### config.mk
export PLATFORM = sky130hd
export DESIGN_NAME = tx_frame_scheduler
export DESIGN_NICKNAME = d
export VERILOG_FILES = /design/src/rtl/tx_frame_scheduler.sv
export SDC_FILE = /design/constraint.sdc
export NUM_CORES = 1
export LEC_CHECK = 0
export BUFFER_PORTS_ARGS = -buffer_cell sky130_fd_sc_hd__buf_2
export CAP_MARGIN = 30
export CORE_MARGIN = 4
export CORE_UTILIZATION = 50
export DETAILED_ROUTE_END_ITERATION = 7
export PLACE_DENSITY = 0.78
export SYNTH_ARGS = -nofsm -noshare
export SYNTH_HDL_FRONTEND = slang
export SYNTH_SLANG_ARGS = --single-unit
### constraint.sdc
create_clock -name clk -period 6.3 [get_ports clk]
set_clock_uncertainty 0.1 [all_clocks]
set_input_delay 1.575 -clock clk [delete_from_list [all_inputs] [get_ports clk]]
set_output_delay 1.575 -clock clk [all_outputs]
set_load 0.01 [all_outputs]
### src/rtl/tx_frame_scheduler.sv
// Round-robin scheduler sharing the Packetizer AXIS input between the PN
// generator (source 0) and the user payload path (source 1), one whole frame per grant.
module tx_frame_scheduler #(
    parameter int unsigned  BYTES      = 1,
    parameter int unsigned  GAP_CYCLES = 16,
    parameter logic [15:0]  MAX_BEATS  = 16'd4096,
    localparam int unsigned BITS       = BYTES * 8
) (
    input  logic            clk,
    input  logic            rst_n,
    input  logic            en,

    input  logic [BITS-1:0] s0_tdata,
    input  logic            s0_tvalid,
    output logic            s0_tready,
    input  logic            s0_tlast,
    input  logic            s0_tuser,

    input  logic [BITS-1:0] s1_tdata,
    input  logic            s1_tvalid,
    output logic            s1_tready,
    input  logic            s1_tlast,
    input  logic            s1_tuser,

    output logic [BITS-1:0] m_tdata,
    output logic            m_tvalid,
    input  logic            m_tready,
    output logic            m_tlast,
    output logic            m_tuser,

    input  logic            tx_done,
    output logic            pkt_sent0,
    output logic            pkt_sent1,
    output logic            grant,
    output logic            busy,
    output logic [15:0]     frame_cnt,
    output logic            err_trunc
);

    localparam int unsigned CNT_W    = 16;
    localparam logic [CNT_W-1:0] GAP_LOAD = CNT_W'(GAP_CYCLES);

    typedef enum logic [1:0] {
        ST_IDLE,
        ST_XFER,
        ST_WAIT_DONE,
        ST_GAP
    } state_t;

    state_t           state_q;
    state_t           state_d;
    logic             last_grant;
    logic [CNT_W-1:0] beat_cnt;
    logic [CNT_W-1:0] gap_cnt;

    logic sel_valid;
    logic sel_last;
    logic force_last;
    logic in_xfer;
    logic hs;
    logic end_beat;
    logic start;
    logic pick;

    // Granted-source selection, handshake and arbitration decode
    always_comb begin
        sel_valid  = grant ? s1_tvalid : s0_tvalid;
        sel_last   = grant ? s1_tlast  : s0_tlast;
        force_last = (beat_cnt == (MAX_BEATS - 16'd1));
        in_xfer    = (state_q == ST_XFER);
        hs         = in_xfer & sel_valid & m_tready;
        end_beat   = hs & (sel_last | force_last);
        start      = (state_q == ST_IDLE) & en & (s0_tvalid | s1_tvalid);
        // On a tie the source that did not own the previous frame wins
        pick       = (s0_tvalid & s1_tvalid) ? ~last_grant : s1_tvalid;
    end

    // State register
    always_ff @(posedge clk or negedge rst_n) begin
        if (!rst_n) begin
            state_q <= ST_IDLE;
        end else begin
            state_q <= state_d;
        end
    end

    // Next-state logic
    always_comb begin
        state_d = state_q;
        unique case (state_q)
            ST_IDLE: begin
                if (start) begin
                    state_d = ST_XFER;
                end
            end
            ST_XFER: begin
                if (end_beat) begin
                    state_d = ST_WAIT_DONE;
                end
            end
            ST_WAIT_DONE: begin
                if (tx_done) begin
                    state_d = (GAP_CYCLES == 0) ? ST_IDLE : ST_GAP;
                end
            end
            ST_GAP: begin
                if (gap_cnt <= 16'd1) begin
                    state_d = ST_IDLE;
                end
            end
            default: state_d = ST_IDLE;
        endcase
    end

    // Zero-latency AXIS pass-through, gated to the XFER state
    always_comb begin
        m_tdata   = grant ? s1_tdata : s0_tdata;
        m_tuser   = grant ? s1_tuser : s0_tuser;
        m_tlast   = sel_last | force_last;
        m_tvalid  = in_xfer & sel_valid;
        s0_tready = in_xfer & ~grant & m_tready;
        s1_tready = in_xfer &  grant & m_tready;
    end

    // Grant, counters and status pulses
    always_ff @(posedge clk or negedge rst_n) begin
        if (!rst_n) begin
            grant      <= 1'b0;
            last_grant <= 1'b1;
            busy       <= 1'b0;
            pkt_sent0  <= 1'b0;
            pkt_sent1  <= 1'b0;
            frame_cnt  <= '0;
            err_trunc  <= 1'b0;
            beat_cnt   <= '0;
            gap_cnt    <= '0;
        end else begin
            pkt_sent0 <= 1'b0;
            pkt_sent1 <= 1'b0;
            err_trunc <= 1'b0;
            busy      <= (state_d != ST_IDLE);
            unique case (state_q)
                ST_IDLE: begin
                    if (start) begin
                        grant      <= pick;
                        last_grant <= pick;
                        beat_cnt   <= '0;
                    end
                end
                ST_XFER: begin
                    if (hs) begin
                        beat_cnt  <= beat_cnt + 16'd1;
                        // Guard ended the frame while the source still had beats
                        err_trunc <= force_last & ~sel_last;
                    end
                end
                ST_WAIT_DONE: begin
                    if (tx_done) begin
                        pkt_sent0 <= ~grant;
                        pkt_sent1 <= grant;
                        frame_cnt <= frame_cnt + 16'd1;
                        gap_cnt   <= GAP_LOAD;
                    end
                end
                ST_GAP: begin
                    gap_cnt <= gap_cnt - 16'd1;
                end
                default: ;
            endcase
        end
    end

endmodule

==> reports/results.tsv, run 1 <==
stage	metric	value	unit
outcome	status	finished, final reports clean	
cells_and_area	Antenna diodes	0	
sta	fmax	0.241	GHz
die	row cnt	27	
clocking	CTS Buffer Depth	2	
worst_setup_path	crit-path max cell delay	0.32	ns
worst_hold_path	hold crit path type	flop to flop	
global_route	initial antenna violation count	0	
global_route	via count of the first global-routing pass	2275	
sta	Worst slew margin	0.412	
sta	Post-Route Setup TNS	0	ns
power	Logic pwr share	0.342	
logic_synthesis	Synth top area share	0.470	
clocking	TritonCTS clock tree	yes	
logic_synthesis	synth warn	0	
sta	Pins Over Slew Limit	0	
power	clock power share	0.175	
logic_synthesis	Mapped Nets	319	
global_route	total gr overflow	0	
power	Power Internal	0.000704	W
place	Final GP Congestion	0.798	
die	die area	7140	um^2
worst_setup_path	critical path type	input pin to output pin	
place	IO buf count	60	
logic_synthesis	number of enable-type register cells in the synthesized netlist	0	
drt	Pre-antenna DRT Iters	4	
logic_synthesis	top cells by area, synth	dfrtp_1 (47%), xnor2_1 (5.4%), nand2_1 (4.5%)	
worst_setup_path	CP cell instances	buf_2 > mux2_2 > a41oi_1 > inv_1 > buf_2	
global_route	met3 usage	0.0540	
die	die extent in y	84.5	um
clocking	hold buffers post-CTS	0	
global_route	GR Util met2	0.302	
job	Max Cap Violations	0	
global_route	GR peak layer	met2	
cells_and_area	Fillers	483	
clocking	Skew-Pair Late Insertion Delay	0.32	ns
global_route	first-pass GRT wire length	10.7	mm
die	Chip Width	84.5	um
sta	final worst-path cycle share	0.659	
power	pwr dens	348	nW/um^2
sta	RSZ-0062 raised after global routing	no	
die	CORE AREA	5570	um^2
drt	residual DRC count	0	
worst_setup_path	Crit path required time	4.62	ns
drt	routed length per instance	14.7	um
logic_synthesis	dominant cell type by area after synthesis	dfrtp_1	
logic_synthesis	syn avg cell area	10.2	um^2
cells_and_area	Syn-to-layout area delta	15.0	%
clocking	CTS Buf Count	5	
logic_synthesis	distinct cell type count after synthesis	48	
worst_setup_path	slowest CP cell	a41oi_1	
sta	Period minus WS final	4.15	ns
place	DP HPWL	4.50	mm
drt	Starting DRT DRC Count	134	
power	leakage power	1.56	nW
logic_synthesis	top cells by count, synth	dfrtp_1 (55), nand2_1 (35), nor2_1 (18), xnor2_1 (18), nand3_1 (14)	
die	Initial Utilization	0.525	
logic_synthesis	synthesis-stage register bit count	56	
power	Max VDD drop	0.172	mV
global_route	largest net degree at the start of global routing	57	
worst_setup_path	Critical Path Fanout Max	3	
sta	Worst-Margin Slew	0.882	ns
clocking	Root Buffer	clkbuf_8	
cells_and_area	Final Net Count	375	
drt	Routed WL	6.13	mm
sta	final setup fails	0	
logic_synthesis	FFs w/ async S/R, synth	1.00	
die	I/O Pins	61	
power	Seq pwr share	0.483	
logic_synthesis	top_reg_cell synth	dfrtp_1	
clocking	post-CTS setup buffers	0	
worst_setup_path	Crit path arrival time	2.48	ns
sta	Final Hold Viols	0	
sta	Fin Hold WS	0.364	ns
clocking	CTS clk-pin slew, worst paths	0.11	ns
logic_synthesis	Post-Syn Area	2930	um^2
clocking	clk sinks	56	
logic_synthesis	most common cell in the netlist	dfrtp_1	
logic_synthesis	sequential area share after synthesis	0.479	
worst_setup_path	endpoint class of the critical path	output pin	
worst_setup_path	Worst setup SP type	input pin	
power	Psw	0.000468	W
drt	post-detailed-route count of antenna-violating nets	0	
worst_setup_path	CP dominant cell by count	buf_2	
clocking	# H-tree levels	2	
logic_synthesis	Syn Inst Count	288	
global_route	Global Route Usage Sum	0.181	
drt	Vias/cell	5.65	
clocking	post-CTS sizing	0	
global_route	grt met1 use	0.235	
drt	Vias	2355	
cells_and_area	layout cells sized above 1	0.252	
power	switching fraction of total power	0.399	
-- routing by layer --
layer	vias up	wire, um	part of all wire
li1	1159	-	-
met1	1128	2720	0.44
met2	63	2900	0.47
met3	5	452	0.074
met4	0	48	0.0078
met5	-	0	0
-- worst paths after layout --
path	from	to	slack, ns	cells after the start
worst max-delay path	s0_tlast	m_tlast	2.15	5
worst min-delay path	last_grant	last_grant	0.36	2
worst max register to register	grant	beat_cnt[11]	3.92	4
worst min register to register	last_grant	last_grant	0.36	2
max in group asynchronous	rst_n	state_q[0]	4.36	2
min in group asynchronous	rst_n	err_trunc	1.27	2
-- cell usage in the layout (no fill, tap or decap), types with 7 or more instances in the layout --
cell and count:
nand2_1 35, nor3_1 7, dfrtp_1 55, mux2_2 11
nor2_1 18, nand3_1 14, or4_1 7, nand4_1 9
buf_2 60, o21ai_0 11, mux2i_1 11, a21oi_1 7
xnor2_1 18
-- per-stage QoR --
| stage | power [W] | worst slack (ns) | utilization | area, um^2 | cells |
|---|---|---|---|---|---|
| floorplan | 0.000862 | 2.47 | - | 2930 | 288 |
| global placement | 0.000958 | 2.14 | 0.586 | 3270 | 409 |
| detailed placement | 0.000977 | 2.15 | 0.586 | 3270 | 409 |
| CTS | 0.00118 | 2.14 | 0.603 | 3360 | 417 |
| global route | 0.00127 | 2.08 | 0.603 | 3360 | 417 |
| finish | 0.00117 | 2.15 | 0.603 | 3360 | 417 |
-- registers in the layout, summed over array words and instances, names as in the netlist --
signal      count
beat_cnt       16
busy            1
err_trunc       1
frame_cnt      16
gap_cnt        16
grant           1
last_grant      1
pkt_sent0       1
pkt_sent1       1
state_q         2
-- final cells by class --
class	instances	area, um^2	area share
multi-input cells	214	1450	0.430
clock inverters	3	26.3	0.00781
clock buffers	5	68.8	0.0205
inverters	6	22.5	0.00670
well taps	72	90.1	0.0268
flip-flops and latches	56	1400	0.417
repair buffers	61	308	0.0915
-- logic make-up (layout without fill, tap and decap cells) --
logic type	count (synthesis)	in the layout	share of synthesized area
mux	22	22	0.0800
buf+inv	18	75	0.0265
compound gates	37	37	0.0851
xor+xnor	21	21	0.0629
fa+ha+maj	4	4	0.0171
simple gates	130	130	0.249
flops	56	56	0.479
-- power by group through the flow --
stage,Clock (W),Sequential [W],Combinational (W)
floorplan,0,0.000532,0.000330
global placement,0,0.000567,0.000391
detailed placement,0,0.000572,0.000405
CTS,0.000212,0.000565,0.000408
global route,0.000228,0.000585,0.000457
finish,0.000205,0.000566,0.000401
-- critical path, delay by kind of cell --
family	cells	cell delay [ns]
AOI/OAI and AO/OA	1	0.32
buffers and inverters	3	0.31
muxes	1	0.28
No activity file was read; power rests on OpenSTA's default activity.
==> run 2, diff against run 1 <==
- clock period: 6.3 -> 4.1 ns (I/O delays scaled with it)
==> run 2 against run 1 <==
Compared with the run above:
- count of clock-buffer cells in the layout stayed put
- final cell count stayed put
- flip-flop and latch count stayed put
- sequential power is 54% higher
- highest routed layer unchanged
- combinational power is 53% higher
- global-route usage is 0.10 points lower
- register-to-register slack worse by 2.3 ns
- first-iteration DRC count is 9.7% lower
==> reports/results.tsv, run 2 (synthesis gave the netlist of run 1 again) <==
stage	metric	value	unit
outcome	status	finished, final reports clean	
worst_setup_path	r2r endpoint	beat_cnt[15]	
cells_and_area	most common cell after layout, fill and taps aside	buf_2	
sta	Pins Over Slew Limit	0	
global_route	initial antenna violation count	0	
clocking	clk sinks	56	
drt	Starting DRT DRC Count	121	
power	Power Internal	0.00108	W
global_route	via count of the first global-routing pass	2270	
power	clock power share	0.171	
clocking	Root Buffer	clkbuf_8	
worst_setup_path	Crit path arrival time	2.03	ns
sta	Period minus WS final	3.15	ns
worst_hold_path	hold crit path type	flop to flop	
clocking	post-CTS setup buffers	0	
worst_setup_path	Worst setup SP type	flop	
drt	routed length per instance	14.7	um
sta	Worst slew margin	0.374	
clocking	CTS clk-pin slew, worst paths	0.10	ns
clocking	CTS Buffer Depth	2	
die	die extent in y	84.5	um
power	Logic pwr share	0.343	
die	die area	7140	um^2
worst_setup_path	worst r2r path cells	4	
place	Inst Count DP	409	
clocking	# H-tree levels	2	
drt	Pre-antenna DRT Iters	4	
cells_and_area	Fillers	483	
sta	final worst-path cycle share	0.769	
job	Max Cap Violations	0	
worst_setup_path	Crit path required time	2.97	ns
worst_setup_path	CP Capture Point	m_tlast	
clocking	post-CTS sizing	0	
drt	Vias/cell	5.66	
sta	Final Hold Viols	0	
cells_and_area	Syn-to-layout area delta	14.9	%
global_route	first-pass GRT wire length	10.7	mm
place	Final GP Congestion	0.829	
power	leakage power	1.56	nW
sta	final setup fails	0	
clocking	TritonCTS clock tree	yes	
drt	residual DRC count	0	
clocking	hold buffers post-CTS	0	
die	Chip Width	84.5	um
worst_setup_path	worst reg2reg setup slack	1.62	ns
sta	Fin Hold WS	0.365	ns
cells_and_area	Core Util, Final	0.603	
die	I/O Pins	61	
global_route	largest net degree at the start of global routing	35	
worst_setup_path	CP startpoint	grant	
place	IO buf count	60	
drt	Routed WL	6.13	mm
global_route	total gr overflow	0	
power	pwr dens	533	nW/um^2
drt	post-detailed-route count of antenna-violating nets	0	
cells_and_area	layout cells sized above 1	0.252	
cells_and_area	Final Net Count	375	
power	Seq pwr share	0.486	
power	Max VDD drop	0.297	mV
worst_setup_path	Critical Path Fanout Max	16	
die	Initial Utilization	0.525	
sta	Post-Route Setup TNS	0	ns
cells_and_area	Antenna diodes	0	
global_route	Global Route Usage Sum	0.180	
power	switching fraction of total power	0.397	
sta	RSZ-0062 raised after global routing	no	
clocking	CTS Buf Count	5	
worst_setup_path	endpoint class of the critical path	output pin	
die	row cnt	27	
cells_and_area	most frequent cells in the layout	buf_2 (60), dfrtp_1 (55), nand2_1 (35)	
place	DP HPWL	4.54	mm
cells_and_area	Largest regs	beat_cnt x16, frame_cnt x16, gap_cnt x16	
worst_setup_path	critical path type	flop to output pin	
sta	Worst-Margin Slew	0.940	ns
cells_and_area	Non-Filler Instances	417	
sta	fmax	0.317	GHz
power	Psw	0.000712	W
worst_setup_path	worst r2r src	grant	
drt	Vias	2362	
clocking	Skew-Pair Late Insertion Delay	0.31	ns
die	CORE AREA	5570	um^2
[run 2: final cells by class]
type | instances | area [um^2] | share of cell area
inverters | 6 | 22.5 | 0.00670
repair buffers | 61 | 308 | 0.0916
clock inverters | 3 | 25.0 | 0.00744
well taps | 72 | 90.1 | 0.0268
multi-input cells | 214 | 1450 | 0.430
clock buffers | 5 | 68.8 | 0.0205
flip-flops and latches | 56 | 1400 | 0.417
[run 2: critical path: stages, from the launching register on]
cell and delay [ns]:
dfrtp_1 0.73, mux2_2 0.43, a41oi_1 0.34, inv_1 0.07, buf_2 0.15
[run 2: worst min path at each step]
stage,startpoint,to,slack [ns],cells after the start
after floorplan,gap_cnt[9],gap_cnt[9],0.34,1
after global placement,last_grant,last_grant,0.35,2
after detailed placement,last_grant,last_grant,0.35,2
after CTS,last_grant,last_grant,0.37,2
after global routing,last_grant,last_grant,0.42,2
final,last_grant,last_grant,0.36,2
[run 2: stage by stage]
stage / power [W] / setup slack (ns) / cell area [um^2]
after floorplan: 0.00132 / 1.37 / 2930
after global placement: 0.00147 / 1.04 / 3270
after detailed placement: 0.00150 / 0.987 / 3270
after CTS: 0.00181 / 0.890 / 3360
after global routing: 0.00194 / 0.750 / 3360
final: 0.00179 / 0.947 / 3360
[run 2: routing by layer]
metal / wire (um) / global-route usage / share of wire
met1: 2780 / 0.238 / 0.45
met2: 2930 / 0.300 / 0.48
met3: 409 / 0.0451 / 0.067
met4: 19 / 0.0388 / 0.0031
met5: 0 / 0 / 0
[run 2: power by group through the flow]
stage                     Sequential [W]  Clock, W  Combinational, W
after floorplan                 0.000817         0          0.000508
after global placement          0.000870         0          0.000602
after detailed placement        0.000880         0          0.000621
after CTS                       0.000870  0.000320          0.000623
after global routing            0.000900  0.000342          0.000701
final                           0.000872  0.000307          0.000614
==> run 3, diff against run 2 <==
- clock period: 4.1 -> 3.2 ns (I/O delays scaled with it)
==> run 3 against run 2 <==
Compared with the run above:
- first-iteration DRC count up 18%
- utilization grew 0.22 points
- critical path depth stayed put
- combinational power up 33%
- largest cell class unchanged
- flip-flop and latch count stayed put
- largest power group unchanged
- setup slack got worse by 0.49 ns
- via count decreased by 0.55%
- count of clock-buffer cells in the layout is the same
- sequential power rose by 26%
- sequential share of layout area shrank 0.15 points
- critical path type unchanged
- global-route usage up 0.32 points
==> reports/results.tsv, run 3 (synthesis gave the netlist of run 1 again) <==
stage	metric	value	unit
worst_setup_path	endpoint class of the critical path	output pin	
clocking	CTS Buf Count	5	
cells_and_area	Largest regs	beat_cnt x16, frame_cnt x16, gap_cnt x16	
power	clock power share	0.171	
clocking	post-CTS setup buffers	0	
power	Logic pwr share	0.352	
sta	Period minus WS final	2.74	ns
sta	final setup fails	0	
clocking	# H-tree levels	2	
sta	RSZ-0062 raised after global routing	no	
sta	Worst slew margin	0.393	
global_route	largest net degree at the start of global routing	25	
global_route	initial antenna violation count	0	
worst_setup_path	worst r2r path cells	5	
die	CORE AREA	5570	um^2
worst_setup_path	Crit path required time	2.30	ns
sta	Worst-Margin Slew	0.910	ns
outcome	status	finished, final reports clean	
sta	fmax	0.364	GHz
cells_and_area	Core Util, Final	0.605	
clocking	post-CTS sizing	0	
clocking	CTS Buffer Depth	2	
global_route	total gr overflow	0	
global_route	GR peak layer	met2	
worst_setup_path	Crit path arrival time	1.84	ns
power	switching fraction of total power	0.398	
clocking	Skew-Pair Late Insertion Delay	0.31	ns
worst_setup_path	worst reg2reg setup slack	0.79	ns
clocking	hold buffers post-CTS	0	
cells_and_area	Final Net Count	377	
worst_setup_path	worst r2r src	grant	
global_route	GR Util met2	0.310	
cells_and_area	Syn-to-layout area delta	15.4	%
global_route	first-pass GRT wire length	10.9	mm
die	I/O Pins	61	
sta	Pins Over Slew Limit	0	
die	row cnt	27	
cells_and_area	most frequent cells in the layout	buf_2 (60), dfrtp_1 (55), nand2_1 (35)	
sta	Post-Route Setup TNS	0	ns
cells_and_area	Fillers	472	
worst_setup_path	critical path type	flop to output pin	
die	Initial Utilization	0.525	
place	Final GP Congestion	0.788	
drt	Pre-antenna DRT Iters	5	
power	Power Internal	0.00139	W
clocking	CTS clk-pin slew, worst paths	0.11	ns
global_route	Global Route Usage Sum	0.183	
power	Psw	0.000922	W
power	Seq pwr share	0.477	
cells_and_area	most common cell after layout, fill and taps aside	buf_2	
clocking	clk sinks	56	
place	IO buf count	60	
drt	routed length per instance	14.9	um
sta	final worst-path cycle share	0.858	
worst_hold_path	hold crit path type	input pin to asynchronous set/reset pin	
global_route	via count of the first global-routing pass	2279	
drt	residual DRC count	0	
die	Chip Width	84.5	um
drt	Vias/cell	5.61	
cells_and_area	Antenna diodes	0	
drt	Vias	2349	
power	pwr dens	685	nW/um^2
sta	Final Hold Viols	0	
worst_setup_path	r2r endpoint	beat_cnt[11]	
worst_setup_path	CP startpoint	grant	
clocking	Root Buffer	clkbuf_8	
drt	Starting DRT DRC Count	143	
global_route	grt met1 use	0.244	
power	Max VDD drop	0.378	mV
global_route	met3 usage	0.0422	
die	die extent in y	84.5	um
job	Max Cap Violations	0	
worst_setup_path	Worst setup SP type	flop	
die	die area	7140	um^2
clocking	TritonCTS clock tree	yes	
worst_setup_path	Critical Path Fanout Max	9	
drt	Routed WL	6.26	mm
power	leakage power	1.57	nW
drt	post-detailed-route count of antenna-violating nets	0	
place	DP HPWL	4.68	mm
cells_and_area	layout cells sized above 1	0.256	
[run 3: cell count changes in the layout (fill, tap and decap cells not counted)]
cell / before / now
buf_4: 1 / 3
clkinv_2: 0 / 1
clkinv_4: 0 / 1
clkinvlp_4: 1 / 0
inv_6: 2 / 1
[run 3: layout make-up]
class	instances	area [um^2]	share of cell area
timing repair buffer	63	323	0.0957
multi-input combinational	214	1450	0.428
clock buffer	5	68.8	0.0204
sequential	56	1400	0.416
clock inverter	3	22.5	0.00667
inverter	6	22.5	0.00667
tap	72	90.1	0.0267
[run 3: worst max path at each step]
stage              end
2_1_floorplan  m_tlast
3_3_place_gp   m_tlast
3_5_place_dp   m_tlast
4_1_cts        m_tlast
5_1_grt        m_tlast
6_report       m_tlast
[run 3: critical path, stage by stage, from the launching register on]
cell     delay (ns)
dfrtp_1        0.55
mux2_2         0.41
a41oi_1        0.37
inv_1          0.07
buf_2          0.15
[run 3: layer usage]
metal / up-vias / part of all wire
met2: 72 / 0.48
met3: 4 / 0.076
li1: 1157 / -
met1: 1116 / 0.43
met4: 0 / 0.0053
met5: - / 0
[run 3: through the flow]
stage               total power, W  std cells  worst slack, ns  hold WS [ns]  instance area (um^2)
global route               0.00251        419            0.332         0.292                  3370
detailed placement         0.00194        411            0.570         0.350                  3280
finish                     0.00231        419            0.455         0.280                  3370
CTS                        0.00233        419            0.457         0.293                  3370
floorplan                  0.00170        288            0.921         0.336                  2930
global placement           0.00190        411            0.584         0.350                  3280
[run 3: power by group through the flow]
stage / clock network [W] / registers [W] / logic (W)
3_3_place_gp: 0 / 0.00111 / 0.000791
5_1_grt: 0.000440 / 0.00114 / 0.000927
3_5_place_dp: 0 / 0.00112 / 0.000822
4_1_cts: 0.000405 / 0.00110 / 0.000824
6_report: 0.000395 / 0.00110 / 0.000814
2_1_floorplan: 0 / 0.00105 / 0.000651
